File: src/rtl/mvu_8sx8u_dsp48_core_pkg.sv
// rtl/mvu_8sx8u_dsp48_core_pkg.sv - shared constants for the MVU DSP48 compute core
package mvu_8sx8u_dsp48_core_pkg;

  // Enabled edges from sampling a last beat to the result appearing on p
  localparam int PIPELINE_LATENCY = 3;

  // DSP48E2 datapath widths: A port, B port, multiplier output, P/cascade
  localparam int DSP_A_WIDTH = 27;
  localparam int DSP_B_WIDTH = 18;
  localparam int DSP_M_WIDTH = 45;
  localparam int DSP_P_WIDTH = 48;

endpackage

File: src/rtl/mvu_8sx8u_dsp48_core_dot_lane.sv
// rtl/mvu_8sx8u_dsp48_core_dot_lane.sv - single-PE SIMD dot product with group accumulator
module mvu_dot_lane
  import mvu_8sx8u_dsp48_core_pkg::*;
#(
  parameter int SIMD               = 1,
  parameter int ACTIVATION_WIDTH   = 8,
  parameter int WEIGHT_WIDTH       = 8,
  parameter int ACCU_WIDTH         = 16,
  parameter int SIGNED_ACTIVATIONS = 0,
  parameter int FORCE_BEHAVIORAL   = 0
) (
  input  logic                                       clk,
  input  logic                                       rst,
  input  logic                                       en,
  input  logic                                       last,
  input  logic                                       zero,
  input  logic [SIMD-1:0][WEIGHT_WIDTH-1:0]          w,
  input  logic [SIMD-1:0][ACTIVATION_WIDTH-1:0]      a,
  output logic                                       vld,
  output logic [ACCU_WIDTH-1:0]                      p
);

  // Activations are carried with one extra bit so unsigned values multiply as signed
  function automatic logic signed [ACTIVATION_WIDTH:0] ext_a(input logic [ACTIVATION_WIDTH-1:0] x);
    return {(SIGNED_ACTIVATIONS != 0) ? x[ACTIVATION_WIDTH-1] : 1'b0, x};
  endfunction

  // DSP-shaped sum: 27x18 signed multiplies chained through a 48-bit cascade (ACCU_WIDTH <= 48)
  function automatic logic [ACCU_WIDTH-1:0] dsp_dot(
    input logic [SIMD-1:0][WEIGHT_WIDTH-1:0]     wv,
    input logic [SIMD-1:0][ACTIVATION_WIDTH-1:0] av
  );
    logic signed [DSP_P_WIDTH-1:0] pc;
    pc = '0;
    for (int s = 0; s < SIMD; s++) begin
      pc = pc + DSP_P_WIDTH'(DSP_M_WIDTH'(DSP_A_WIDTH'(ext_a(av[s]))) *
                             DSP_M_WIDTH'(DSP_B_WIDTH'($signed(wv[s]))));
    end
    return ACCU_WIDTH'(pc);
  endfunction

  // Inferred sum: operands widened to ACCU_WIDTH, wrap-around is modulo 2^ACCU_WIDTH anyway
  function automatic logic [ACCU_WIDTH-1:0] beh_dot(
    input logic [SIMD-1:0][WEIGHT_WIDTH-1:0]     wv,
    input logic [SIMD-1:0][ACTIVATION_WIDTH-1:0] av
  );
    logic [ACCU_WIDTH-1:0] sum;
    sum = '0;
    for (int s = 0; s < SIMD; s++) begin
      sum = sum + ACCU_WIDTH'(ACCU_WIDTH'(ext_a(av[s])) * ACCU_WIDTH'($signed(wv[s])));
    end
    return sum;
  endfunction

  logic [SIMD-1:0][WEIGHT_WIDTH-1:0]     w_q;
  logic [SIMD-1:0][ACTIVATION_WIDTH-1:0] a_q;
  logic                                  v1, l1;
  logic [ACCU_WIDTH-1:0]                 dot;
  logic [ACCU_WIDTH-1:0]                 dot_q;
  logic                                  v2, l2;
  logic [ACCU_WIDTH-1:0]                 acc;

  // Stage 1: register operands; a bubble becomes an invalid beat and drops its last flag
  always_ff @(posedge clk) begin
    if (rst) begin
      w_q <= '0;
      a_q <= '0;
      v1  <= 1'b0;
      l1  <= 1'b0;
    end else if (en) begin
      w_q <= w;
      a_q <= a;
      v1  <= !zero;
      l1  <= last && !zero;
    end
  end

  generate
    if (FORCE_BEHAVIORAL != 0) begin : g_beh
      // Plain inferred multiply-add tree
      always_comb dot = beh_dot(w_q, a_q);
    end else begin : g_dsp
      // Multiply-add shaped to map onto a DSP48E2 cascade
      always_comb dot = dsp_dot(w_q, a_q);
    end
  endgenerate

  // Stage 2: register the SIMD sum with its beat flags
  always_ff @(posedge clk) begin
    if (rst) begin
      dot_q <= '0;
      v2    <= 1'b0;
      l2    <= 1'b0;
    end else if (en) begin
      dot_q <= dot;
      v2    <= v1;
      l2    <= l1;
    end
  end

  // Stage 3: accumulate; a last beat publishes the total and restarts the group at zero
  always_ff @(posedge clk) begin
    if (rst) begin
      acc <= '0;
      p   <= '0;
      vld <= 1'b0;
    end else if (en) begin
      vld <= v2 && l2;
      if (v2) begin
        if (l2) begin
          p   <= acc + dot_q;
          acc <= '0;
        end else begin
          acc <= acc + dot_q;
        end
      end
    end
  end

endmodule

File: src/rtl/mvu_8sx8u_dsp48_core.sv
// rtl/mvu_8sx8u_dsp48_core.sv - MVU compute core: PE parallel dot-product lanes sharing one activation vector
module mvu_8sx8u_dsp48_core #(
  parameter int PE                 = 1,
  parameter int SIMD               = 1,
  parameter int ACTIVATION_WIDTH   = 8,
  parameter int WEIGHT_WIDTH       = 8,
  parameter int ACCU_WIDTH         = 16,
  parameter int SIGNED_ACTIVATIONS = 0,
  parameter int FORCE_BEHAVIORAL   = 0
) (
  input  logic                               clk,
  input  logic                               rst,
  input  logic                               en,
  input  logic                               last,
  input  logic                               zero,
  input  logic [PE*SIMD*WEIGHT_WIDTH-1:0]    w,
  input  logic [SIMD*ACTIVATION_WIDTH-1:0]   a,
  output logic                               vld,
  output logic [PE*ACCU_WIDTH-1:0]           p
);

  typedef logic [PE-1:0][SIMD-1:0][WEIGHT_WIDTH-1:0] w_arr_t;
  typedef logic [SIMD-1:0][ACTIVATION_WIDTH-1:0]     a_arr_t;
  typedef logic [PE-1:0][ACCU_WIDTH-1:0]             p_arr_t;

  w_arr_t        w_arr;
  a_arr_t        a_arr;
  p_arr_t        p_arr;
  logic [PE-1:0] vld_lane;

  assign w_arr = w;
  assign a_arr = a;
  assign p     = p_arr;
  // Every lane sees the same control, so all lanes complete together
  assign vld   = &vld_lane;

  for (genvar g = 0; g < PE; g++) begin : g_pe
    mvu_dot_lane #(
      .SIMD               (SIMD),
      .ACTIVATION_WIDTH   (ACTIVATION_WIDTH),
      .WEIGHT_WIDTH       (WEIGHT_WIDTH),
      .ACCU_WIDTH         (ACCU_WIDTH),
      .SIGNED_ACTIVATIONS (SIGNED_ACTIVATIONS),
      .FORCE_BEHAVIORAL   (FORCE_BEHAVIORAL)
    ) u_lane (
      .clk  (clk),
      .rst  (rst),
      .en   (en),
      .last (last),
      .zero (zero),
      .w    (w_arr[g]),
      .a    (a_arr),
      .vld  (vld_lane[g]),
      .p    (p_arr[g])
    );
  end

endmodule

File: config.mk
export PLATFORM = sky130hd
export DESIGN_NAME = mvu_8sx8u_dsp48_core
export DESIGN_NICKNAME = d
export VERILOG_FILES = /design/src/rtl/mvu_8sx8u_dsp48_core_pkg.sv /design/src/rtl/mvu_8sx8u_dsp48_core_dot_lane.sv /design/src/rtl/mvu_8sx8u_dsp48_core.sv
export SDC_FILE = /design/constraint.sdc
export NUM_CORES = 1
export LEC_CHECK = 0
export ABC_CLOCK_PERIOD_IN_PS = 4540
export CAP_MARGIN = 20
export CORE_MARGIN = 2
export CORE_UTILIZATION = 41
export CTS_BUF_LIST = sky130_fd_sc_hd__clkbuf_8
export CTS_CLUSTER_SIZE = 16
export DETAILED_ROUTE_END_ITERATION = 16
export PLACE_DENSITY = 0.6
export SKIP_CTS_REPAIR_TIMING = 1
export SYNTH_ARGS = -nofsm -noshare
export SYNTH_HDL_FRONTEND = slang
export SYNTH_SLANG_ARGS = --single-unit
File: constraint.sdc
create_clock -name clk -period 4.54 [get_ports clk]
set_input_delay 0.908 -clock clk [delete_from_list [all_inputs] [get_ports clk]]
set_output_delay 0.908 -clock clk [all_outputs]
set_load 0.01 [all_outputs]
==> run summary <==
Storage cell area = 1400 sq um
arrival time worst endpoint = 4.60 ns
syn avg cell area = 8.92 sq um
crit path cell chain = and2_1 > fa_1 > inv_1 > fa_1 > fa_1 > fa_1 > inv_1 > ha_1 > a21o_1 > a21oi_1 > a21oi_1 > o41a_1 > a211o_1 > o311ai_0
switching share of power = 28.7%
area occupied by multi-input gates = 3580 sq um
met1 usage = 24.4%
fin util = 48.0%
register clock-pin slew on the reported worst setup and hold paths = 0.09 ns
Post-DP HPWL = 8.58 mm
final total power = 1.40 mW
Final Cycle Share = 95.8%
Antenna Cells = 0
worst skew pair latency = 0.37 ns
IO Count = 38
syn nets = 704
commonest non-fill, non-tap cell in the layout = inv_1
cell mode on critical path = fa_1
Worst Tran Pin Value = 0.921 ns
Setup WS pre-CTS = 0.155 ns
Clk network pwr share = 37.1%
Synth Area in Simple Gates = 18.3%
highest clock rate = 230 MHz
antenna violations before repair = 0
Worst Skew = 0.0172 ns
cts bufs inserted = 9
first-pass GRT wire length = 18.7 mm
clk root buf = clkbuf_8
sequential share of power = 46.5%
Worst IR Drop VDD = 0.135 mV
vias in the first global route = 3940
Yosys reg bits = 69
Compound-Gate Fraction of Synth Area = 12.9%
Initial Util = 41.9%
worst-path fanout max = 9
Die Span Y = 117 um
DR vias = 4065
XOR/XNOR share of the synthesized area = 4.16%
status = finished, final reports clean
Max transition margin = 38.6%
WL/cell = 14.1 um
Switch Pwr = 403 uW
P_int = 999 uW
layout cells sized above 1 = 7.14%
fin. max-slew vios = 0
Final Setup Violations = 0
CTS tree = yes
Leakage = 2.73 nW
post-synthesis cell count = 590
die width = 117 um
fillers = 1244
PwrDens = 232 nW/um^2
Iter 0 DRT Violations = 188
Worst Slack Setup Final = 0.189 ns
post-layout min period = 4.35 ns
Clock Sink Count = 69
Setup TNS Final = 0 ns
GRT overflow = 0
worst-case clock buffer depth = 2
WHS = 0.454 ns
Worst EP required = 4.79 ns
Crit. End Element = register
DRC = 0
Max Cap Viol = 0
critical path class = register to register
CTS H-tree depth = 3
Post-Syn Area = 5260 sq um
most frequent cells in the layout = 63 x inv_1, 56 x dfxtp_1, 55 x nor2_1, 55 x ha_1, 48 x nand2_1
gr busiest metal = met2
biggest cell delay along the critical path = 0.55 ns
drt total wl = 11.3 mm
sequential area share after synthesis = 26.3%
Nets = 739
antenna violation net count after detailed routing = 0
CP Launch Type = register
DR vias/cell = 5.07
post-synthesis cell type count = 47
met2 usage = 27.1%
worst r2r path cells = 14
die area = 13800 sq um
Hold Path Stages = 2
drt pass-1 iters = 4
RD Place Congestion = 0.862
combinational family with the most area after synthesis = adder cells
RSZ-0062 raised after global routing = false
Final Hold Vio Count = 0
Hold Crit Class = register to register
mux share of post-synthesis cell area = 4.95%
largest net degree at the start of global routing = 52
PortBufs = 37
GRT Total Usage = 17.5%
Synth-to-Final Area Change = 14.7%
met3 Track Usage GR = 3.55%
Core ar. = 12600 sq um
Ys Warns = 0
slowest CP cell = fa_1
FP Rows = 41
adder-cell share of the synthesized area = 27.5%
Comb power frac = 16.4%
[critical path, delay by kind of cell (launching register included)]
family / cells / cell delay [ns]
adder cells (fa/ha/maj): 5 / 2.31
flip-flops: 1 / 0.37
AO/OA/AOI/OAI: 6 / 1.29
buffers and inverters: 2 / 0.09
AND/OR/NAND/NOR: 1 / 0.18
[through the flow]
step | instances | instance area [sq um]
after floorplan | 590 | 5260
after global placement | 786 | 5810
after detailed placement | 786 | 5810
after CTS | 802 | 6010
after global routing | 802 | 6040
final | 802 | 6040
[sequential cells by signal, indices dropped and copies added, names as in the netlist]
name / count
g_pe.u_lane.a_q: 8
g_pe.u_lane.acc: 16
g_pe.u_lane.dot_q: 16
g_pe.u_lane.l1: 1
g_pe.u_lane.l2: 1
g_pe.u_lane.p: 16
g_pe.u_lane.v1: 1
g_pe.u_lane.v2: 1
g_pe.u_lane.vld: 1
g_pe.u_lane.w_q: 8
[cell usage after synthesis (all sizes together)]
| library cell | n | share of area (%) |
|---|---|---|
| dfxtp | 69 | 26 |
| inv | 62 | 4.4 |
| ha | 55 | 13 |
| nor2 | 55 | 3.9 |
| nand2 | 49 | 3.5 |
| and2 | 47 | 5.6 |
| a21oi | 42 | 4.1 |
| fa | 38 | 14 |
| mux2i | 26 | 4.9 |
| o21ai | 19 | 1.8 |
| xnor2 | 19 | 3.2 |
| clkbuf | 13 | 0.93 |
| nand2b | 12 | 1.4 |
| nor2b | 9 | 1.1 |
| o41ai | 7 | 1.5 |
| a211oi | 6 | 0.86 |
| buf | 6 | 0.50 |
| nand3 | 6 | 0.57 |
| xor2 | 6 | 1.0 |
| a22o | 5 | 0.83 |
| nor3 | 4 | 0.38 |
| a21o | 3 | 0.43 |
| a22oi | 3 | 0.43 |
| nor3b | 3 | 0.43 |
| or3 | 3 | 0.36 |
| a211o | 2 | 0.33 |
| a31oi | 2 | 0.24 |
| nand3b | 2 | 0.29 |
| o211ai | 2 | 0.29 |
| o22ai | 2 | 0.24 |
| o311ai | 2 | 0.67 |
| a2111oi | 1 | 0.17 |
| a311o | 1 | 0.19 |
| and3 | 1 | 0.12 |
| nand4 | 1 | 0.12 |
| nand4b | 1 | 0.17 |
| nor4b | 1 | 0.17 |
| o21a | 1 | 0.14 |
| o31ai | 1 | 0.40 |
| o32a | 1 | 0.19 |
| o41a | 1 | 0.21 |
| or3b | 1 | 0.17 |
[final timing paths]
path                                             from                        to  slack (ns)
worst max-delay path            g_pe[0].u_lane.a_q[5]  g_pe[0].u_lane.dot_q[15]        0.19
worst min-delay path              g_pe[0].u_lane.p[3]       g_pe[0].u_lane.p[3]        0.45
worst max register to register  g_pe[0].u_lane.a_q[5]  g_pe[0].u_lane.dot_q[15]        0.19
worst min register to register    g_pe[0].u_lane.p[3]       g_pe[0].u_lane.p[3]        0.45
[power groups by stage]
stage | clock, mW | combinational, mW | sequential, mW
after floorplan | 0 | 0.169 | 0.654
after global placement | 0 | 0.228 | 0.663
after detailed placement | 0 | 0.230 | 0.664
after CTS | 0.540 | 0.233 | 0.650
after global routing | 0.567 | 0.261 | 0.655
final | 0.520 | 0.230 | 0.652
[metal layers]
layer	vias up	routed length [um]
li1	2033	-
met1	1953	5630
met2	65	5090
met3	14	377
met4	0	189
met5	-	0
[final cells by class]
cell class | instances | share of cell area, %
sequential | 69 | 23.2
multi-input combinational | 440 | 59.4
inverter | 62 | 3.86
clock buffer | 10 | 2.28
timing repair buffer | 43 | 6.72
tap | 172 | 3.57
clock inverter | 6 | 1.06
[kinds of logic after synthesis]
logic type	Yosys count
XOR/XNOR	25
adder cells (fa/ha/maj)	93
buffers and inverters	81
multiplexers	26
AND/OR/NAND/NOR	195
AO/OA/AOI/OAI	101
flip-flops	69
Power figures use the tool's default switching activity.
